File: config.mk
export PLATFORM = sky130hd
export DESIGN_NAME = spi_slave_axi_burst_sched
export DESIGN_NICKNAME = d
export VERILOG_FILES = /design/src/rtl/spi_slave_axi_burst_sched.sv
export SDC_FILE = /design/constraint.sdc
export NUM_CORES = 1
export LEC_CHECK = 0
export ABC_AREA = 1
export BUFFER_PORTS_ARGS = -buffer_cell sky130_fd_sc_hd__buf_4
export CORE_MARGIN = 8
export CORE_UTILIZATION = 30
export CTS_CLUSTER_DIAMETER = 120
export DETAILED_ROUTE_END_ITERATION = 7
export GPL_ROUTABILITY_DRIVEN = 0
export GPL_TIMING_DRIVEN = 0
export PLACE_DENSITY_LB_ADDON = 0.05
export SETUP_SLACK_MARGIN = 0.4
export SYNTH_ARGS = -nofsm -noshare
export SYNTH_HDL_FRONTEND = slang
export SYNTH_SLANG_ARGS = --single-unit
export TNS_END_PERCENT = 1
File: constraint.sdc
create_clock -name axi_aclk -period 3.93 [get_ports axi_aclk]
set_input_delay 0.393 -clock axi_aclk [delete_from_list [all_inputs] [get_ports axi_aclk]]
set_output_delay 0.393 -clock axi_aclk [all_outputs]
set_load 0.01 [all_outputs]
File: src/rtl/spi_slave_axi_burst_sched.sv
// Burst scheduler: splits one SPI transfer command into AXI INCR bursts that
// respect MAX_BURST and the 4 KB boundary, issuing them one at a time.
module spi_slave_axi_burst_sched #(
  parameter int unsigned AXI_ADDR_WIDTH = 32,
  parameter int unsigned MAX_BURST      = 16,
  parameter int unsigned BEAT_BYTES     = 4
) (
  input  logic                      axi_aclk,
  input  logic                      axi_aresetn,
  input  logic                      cmd_valid,
  output logic                      cmd_ready,
  input  logic [AXI_ADDR_WIDTH-1:0] cmd_addr,
  input  logic [15:0]               cmd_words,
  input  logic                      cmd_rd_wr,
  input  logic                      cs,
  output logic                      burst_valid,
  input  logic                      burst_ready,
  output logic [AXI_ADDR_WIDTH-1:0] burst_addr,
  output logic [7:0]                burst_len,
  output logic                      burst_rd_wr,
  input  logic                      burst_done,
  output logic                      busy,
  output logic                      xfer_done,
  output logic                      xfer_aborted
);

  localparam int unsigned WORDS_W    = 16;
  localparam int unsigned N_W        = 9;
  localparam int unsigned SPAN_W     = 17;
  localparam int unsigned PAGE_W     = 13;
  localparam int unsigned PAGE_BYTES = 4096;

  typedef enum logic [2:0] {S_IDLE, S_CALC, S_ISSUE, S_WAIT, S_DONE} state_t;

  state_t                    state_q, state_d;
  logic [AXI_ADDR_WIDTH-1:0] addr_q;
  logic [WORDS_W-1:0]        rem_q;
  logic                      dir_q;
  logic                      abort_q;
  logic [N_W-1:0]            n_q;
  logic [SPAN_W-1:0]         to4k_c;
  logic [SPAN_W-1:0]         n_c;

  // Beats for the next burst: min(remaining, MAX_BURST, beats left in the 4 KB page)
  always_comb begin
    to4k_c = SPAN_W'((PAGE_W'(PAGE_BYTES) - {1'b0, addr_q[11:0]}) / PAGE_W'(BEAT_BYTES));
    n_c    = SPAN_W'(rem_q);
    if (n_c > SPAN_W'(MAX_BURST)) n_c = SPAN_W'(MAX_BURST);
    if (n_c > to4k_c)             n_c = to4k_c;
  end

  always_ff @(posedge axi_aclk or negedge axi_aresetn) begin
    if (!axi_aresetn) state_q <= S_IDLE;
    else              state_q <= state_d;
  end

  always_comb begin
    state_d      = state_q;
    cmd_ready    = 1'b0;
    busy         = 1'b1;
    burst_valid  = 1'b0;
    xfer_done    = 1'b0;
    xfer_aborted = 1'b0;
    case (state_q)
      S_IDLE: begin
        cmd_ready = 1'b1;
        busy      = 1'b0;
        if (cmd_valid) state_d = S_CALC;
      end
      S_CALC: begin
        // A cs seen in this very cycle counts as an abort too
        if (rem_q == '0 || abort_q || cs) state_d = S_DONE;
        else                              state_d = S_ISSUE;
      end
      S_ISSUE: begin
        burst_valid = 1'b1;
        if (burst_ready) state_d = S_WAIT;
      end
      S_WAIT: begin
        if (burst_done) state_d = S_CALC;
      end
      S_DONE: begin
        xfer_done    = 1'b1;
        xfer_aborted = abort_q;
        state_d      = S_IDLE;
      end
      default: state_d = S_IDLE;
    endcase
  end

  // Transfer bookkeeping and the registered burst descriptor
  always_ff @(posedge axi_aclk or negedge axi_aresetn) begin
    if (!axi_aresetn) begin
      addr_q      <= '0;
      rem_q       <= '0;
      dir_q       <= 1'b0;
      abort_q     <= 1'b0;
      n_q         <= '0;
      burst_addr  <= '0;
      burst_len   <= '0;
      burst_rd_wr <= 1'b0;
    end else begin
      case (state_q)
        S_IDLE: begin
          if (cmd_valid) begin
            addr_q  <= cmd_addr & ~AXI_ADDR_WIDTH'(BEAT_BYTES - 1);
            rem_q   <= cmd_words;
            dir_q   <= cmd_rd_wr;
            abort_q <= 1'b0;
          end
        end
        S_CALC: begin
          if (state_d == S_ISSUE) begin
            burst_addr  <= addr_q;
            burst_len   <= 8'(n_c - SPAN_W'(1));
            burst_rd_wr <= dir_q;
            n_q         <= N_W'(n_c);
          end
        end
        S_ISSUE: begin
          if (burst_ready) begin
            addr_q <= addr_q + AXI_ADDR_WIDTH'(32'(n_q) * BEAT_BYTES);
            rem_q  <= rem_q - WORDS_W'(n_q);
          end
        end
        default: ;
      endcase
      if (state_q != S_IDLE && cs) abort_q <= 1'b1;
    end
  end

endmodule

== After elaboration in Yosys (flattened, before gate mapping) ==
Index checks and enable logic that the tools add are counted.
Operators by class
  $add $sub $neg: 4
  order comparisons: 2
  equal/unequal tests: 7
  multiplexer cells: 21
  reductions and logical operators: 13
Operators by type and width (number)
  2-to-1 mux 32 bit: 2
  case mux 32 bit (2 select lines): 1
  2-to-1 mux 16 bit: 3
  adder 32 x 11 -> 32 bit: 1
  case mux 16 bit (2 select lines): 1
  > comparator 16 x 15 -> 1 bit: 1
  > comparator 16 x 5 -> 1 bit, second input constant: 1
  logical NOT 16 bit: 1
  subtractor 16 x 9 -> 16 bit: 1
  subtractor 13 x 12 -> 14 bit, first input constant: 1
  2-to-1 mux 3 bit: 4
  case mux 3 bit (4 select lines): 1
  equality test 3 x 2 -> 1 bit, second input constant: 3
  2-to-1 mux 9 bit: 1
  2-to-1 mux 1 bit: 8
  subtractor 8 x 1 -> 8 bit, second input constant: 1
  AND reduction 2 bit: 3
  nonzero test 2 bit: 3
  inequality test 2 bit, second input constant: 2
  equality test 3 x 1 -> 1 bit, second input constant: 1
  equality test 3 bit, second input constant: 1
  logical NOT 3 bit: 1
  AND reduction 3 bit: 1
  nonzero test 3 bit: 1
  other kinds (2): 3
Storage, ports and cells
  register bits: 103
  output and inout port bits: 46
  logic and storage cells: 56

== Longest topological paths before layout ==
  depth in word-level cells: 7
  mapped depth: 26
  gate-level depth less buffers: 26

== Worst setup path after synthesis ==
No wires, ideal clock.
  path kind: register -> register
  start point: register addr_q[4]
  end point: register burst_len[2]
  arrival time: 2811 ps
  required time: 3807 ps
  path slack: 996 ps
  cell stages (with the launch flop): 17
  cells stage by stage: dfrtp_1 nor3_2 nand3_1 nor3_2 nand3_1 xor2_1 ha_1 and3_1 nand3_1 nand2_2 o21ai_0 inv_1 ha_1 nand2_1 inv_1 o21ai_0 nand2_1
Between the ends
  longest elaborated chain between the ends: 4
Ends and longest elaborated chain
  start, declared: RTL line 36  | logic [AXI_ADDR_WIDTH-1:0] addr_q;
  start signal, assigned: RTL line 106  | addr_q <= cmd_addr & ~AXI_ADDR_WIDTH'(BEAT_BYTES - 1);
  start signal, assigned: RTL line 122  | addr_q <= addr_q + AXI_ADDR_WIDTH'(32'(n_q) * BEAT_BYTES);
  subtractor 13 x 12 -> 14 bit *: RTL line 46  | to4k_c = SPAN_W'((PAGE_W'(PAGE_BYTES) - {1'b0, addr_q[11:0]}) / PAGE_W'(BEAT_BYTES));
  > comparator 16 x 15 -> 1 bit: RTL line 49  | if (n_c > to4k_c) n_c = to4k_c;
  2-to-1 mux 9 bit *: RTL line 49
  subtractor 8 x 1 -> 8 bit *: RTL line 115  | burst_len <= 8'(n_c - SPAN_W'(1));
  end signal, assigned: RTL line 115
  end, declared: RTL line 19  | output logic [7:0] burst_len,
Every way passes the cells marked *; elsewhere a longest branch is shown, timed or not.
A chain may end at the register's enable or synchronous reset.

== Final worst setup path ==
  start point: register rem_q[12]
  end point: register burst_len[2]
Between the ends
  longest elaborated chain between the ends: 7
  elaborated cells on any way between the ends: 12
  those cells by class: add/sub (1); order compare (2); eq/ne (1); mux (4); reduce/logical (4)
Ends and longest elaborated chain
  start, declared: RTL line 37  | logic [WORDS_W-1:0] rem_q;
  start signal, assigned: RTL line 107  | rem_q <= cmd_words;
  start signal, assigned: RTL line 123  | rem_q <= rem_q - WORDS_W'(n_q);
  parallel branches: the longest is 7 deep, another holds > comparator 16 x 5 -> 1 bit
Parallel ways; which one is timed is not known.

==> results.txt <==
Status -> finished, violations left
Failing checks -> hold timing
Mux share of post-synthesis cell area -> 0.1772%
CTS tree -> done
Chip Width -> 161.6 um
WP data required -> 4.17 ns
Hold Vio Cnt, Final -> 17
Row count -> 53
Worst hold margin -> -0.01775 ns
Pre-Repair DR Iteration Count -> 5
Worst-path clk slew -> 0.07 ns
Power Total -> 6.663 mW
Least-Margin Pin Slew -> 0.7566 ns
I/O pin total -> 101
Synthesized area per cell -> 7.504 um^2
Vias in the first global route -> 5992
Max incr delay on CP -> 0.43 ns
Final instance area -> 7838 um^2
WL final -> 22.15 mm
Vias per cell -> 4.811
Peak Freq -> 0.3152 GHz
Share of layout cells above drive strength 1 -> 17.20%
CP top delay family -> simple AND/OR/NAND/NOR gates
Clock Tree Buf Depth -> 2
Adder-cell share of the synthesized area -> 6.929%
Share of the synthesized area in the top cell type -> 38.98%
P_leak -> 3.895 nW
Distinct cell type count after synthesis -> 45
Crit Path Max Fanout -> 8
Final setup fails -> 0
Synth area leader -> dfrtp_1
Sequential share of the synthesized area -> 38.98%
Synthesized instance count -> 847
Critical path data arrival time -> 3.41 ns
Ys flop type -> dfrtp_1
Nets -> 1057
Kind of critical path -> reg -> reg
EDFF count, synth -> 0
CP max-delay cell -> dfrtp_1
Worst path buffer plus inverter count -> 4
Register area -> 2477 um^2
Compound-Gate Fraction of Synth Area -> 16.44%
Final ANT Viol Nets -> 0
DP Area -> 7447 um^2
Multi-input logic area -> 3417 um^2
Gr usage total -> 17.24%
Startpoint types -> register
Maximum vdd drop -> 0.2870 mV
Post-synth ARST share -> 100.0%
R2R Path Start -> rem_q[12]$_DFFE_PN0P_
Post-synthesis simple-gate area fraction -> 25.59%
Sequence of cells on the critical path -> or2_1 -> nor3_4 -> nand3_4 -> inv_1 -> nand2_1 -> inv_1 -> ha_1 -> nand2_1 -> nand2_1 -> nand2_1 -> nand2_1 -> nand2_1 -> nand2_1 -> nand2_1 -> nand2_2 -> nand2_4 -> nand2_1 -> o21ai_4 -> inv_1 -> ha_1 -> nand2_1 -> inv_1 -> o21ai_1 -> nand2_1
CP endpoint kind -> register
Pwr per Cell Area -> 850.1 nW/um^2
R2r setup slk -> 0.76 ns
Worst R2R Path Depth -> 24
Syn-to-layout area delta -> 23.31%
Die area -> 26100 um^2
Worst skew pair latency -> 0.35 ns
Die height -> 161.6 um
Initial core utilization -> 30.43%
Clock Sinks -> 99
Mapped Area -> 6356 um^2
HPWL after DPL -> 16.89 mm
DR WL/cell -> 17.77 um
Worst relative slew slack -> 49.56%
Core outline area -> 20890 um^2
Post-Route Skew -> 0.006224 ns
Hold_buf cts -> 0
DRC Markers -> 0
Xor/xnor share of the synthesized area -> 3.445%
Synth warnings -> 0
Min Tclk post-route -> 3.173 ns
Grt total ovfl -> 0
RSZ-0062 raised after global routing -> no
Worst hold path type -> in -> async
Ant diodes -> 0
Period utilization -> 80.73%
Levels on crit path -> 24
Ranking of synthesized cells by area -> dfrtp_1 (39%), nand2_1 (13%), o21ai_0 (7.2%)
Setup TNS -> 0 ns
CP startpoint -> rem_q[12]$_DFFE_PN0P_
Global-route wire length before repair -> 34.69 mm
Synth Register Bits -> 99
H-tree depth -> 3
Initial antenna violation count -> 0
Vias -> 5994
TritonCTS Buffers -> 9
Iter 0 DRT Violations -> 369
Filler cell count in the final layout -> 2251
Number of buffer cells added on primary ports -> 96
Cell mode on critical path -> nand2_1
Largest net degree at the start of global routing -> 100
CTS root buffer -> clkbuf_16
Slew Viols, Final -> 0
Largest family of logic cells by synthesized area -> simple AND/OR/NAND/NOR gates
MaxCap Viol Count -> 0
[timing repair]
action                     4_1_cts  5_1_grt
pin swaps                        0        2
setup buffers                    0        6
setup endpoints to repair        1        7
resized for setup                1       10
[synth_stat cells, drive strengths merged (2+ instances only)]
master and instances:
nand3 46, or2 11, nor2 63, nand2 214, dfrtp 99, o21bai 8, o211ai 19, nor4 3
nand4 14, a21boi 2, inv 99, clkbuf 11, nand3b 2, a21o 5, o21ai 98, xnor2 4
clkinv 2, o21a 2, nor3 16, ha 32, o31ai 2, xor2 21, a31oi 3, fa 2
a21oi 30, o22ai 14, and3 2, buf 19
[metal layers]
metal | vias to the layer above | part of all wire (%) | GRT usage, %
li1 | 3028 | - | -
met5 | - | 0 | 0
met2 | 115 | 45 | 26.51
met4 | 0 | 1.9 | 5.471
met3 | 21 | 3.4 | 2.316
met1 | 2830 | 50 | 24.50
[sequential cells by signal (all words and copies together), names as in the netlist]
| register | count |
|---|---|
| dir_q | 1 |
| n_q | 9 |
| burst_addr | 30 |
| rem_q | 16 |
| burst_rd_wr | 1 |
| addr_q | 30 |
| abort_q | 1 |
| burst_len | 8 |
| state_q | 3 |
[cells in the final DEF (no fill, tap or decap), drive strengths merged, types with 8 or more instances in the layout]
cell / instances
a21oi: 30
buf: 122
clkbuf: 23
conb: 8
dfrtp: 99
ha: 32
inv: 99
nand2: 214
nand3: 46
nand4: 14
nor2: 63
nor3: 16
o211ai: 19
o21ai: 98
o21bai: 8
o22ai: 14
or2: 11
xor2: 21
[through the flow]
step                      hold WS [ns]  worst slack, ns  utilization [%]  cells
after detailed placement        0.4694           0.3369            35.65   1225
after global placement          0.4542           0.3450            35.65   1225
after global routing           0.01465           0.3881            37.52   1246
final                         -0.01775           0.7573            37.52   1246
after floorplan                0.09741           0.9965                -    854
after CTS                       0.2162           0.4471            36.94   1239
[layout make-up]
class,count,area share [%]
clock inverters,2,0.1596
inverters,101,4.837
repair buffers,103,10.17
plain buffers,30,1.964
flip-flops and latches,99,31.61
well taps,275,4.390
clock buffers,12,3.273
multi-input cells,624,43.60
[path summary, 6_finish.rpt]
| kind | to |
|---|---|
| setup / recovery | burst_len[2]$_DFFE_PN0P_ |
| hold / removal | burst_addr[14]$_DFFE_PN0P_ |
| setup reg to reg | burst_len[2]$_DFFE_PN0P_ |
| hold reg to reg | burst_rd_wr$_DFFE_PN0P_ |
| max in group asynchronous | abort_q$_DFFE_PN0P_ |
| min in group axi_aclk | abort_q$_DFFE_PN0P_ |
[power breakdown]
group / internal, mW / switching, mW
Clock: 0.458 / 0.403
Combinational: 1.45 / 2.45
Sequential: 1.49 / 0.404
Total: 3.40 / 3.26
[cells by family (layout without fill, tap and decap cells)]
kind of cell | Yosys count | in the layout
buf+inv | 131 | 248
compound gates | 184 | 184
other cells | 1 | 8
xor+xnor | 25 | 25
flops | 99 | 99
fa+ha+maj | 34 | 34
simple gates | 372 | 372
mux | 1 | 1
Power figures use the tool's default switching activity.
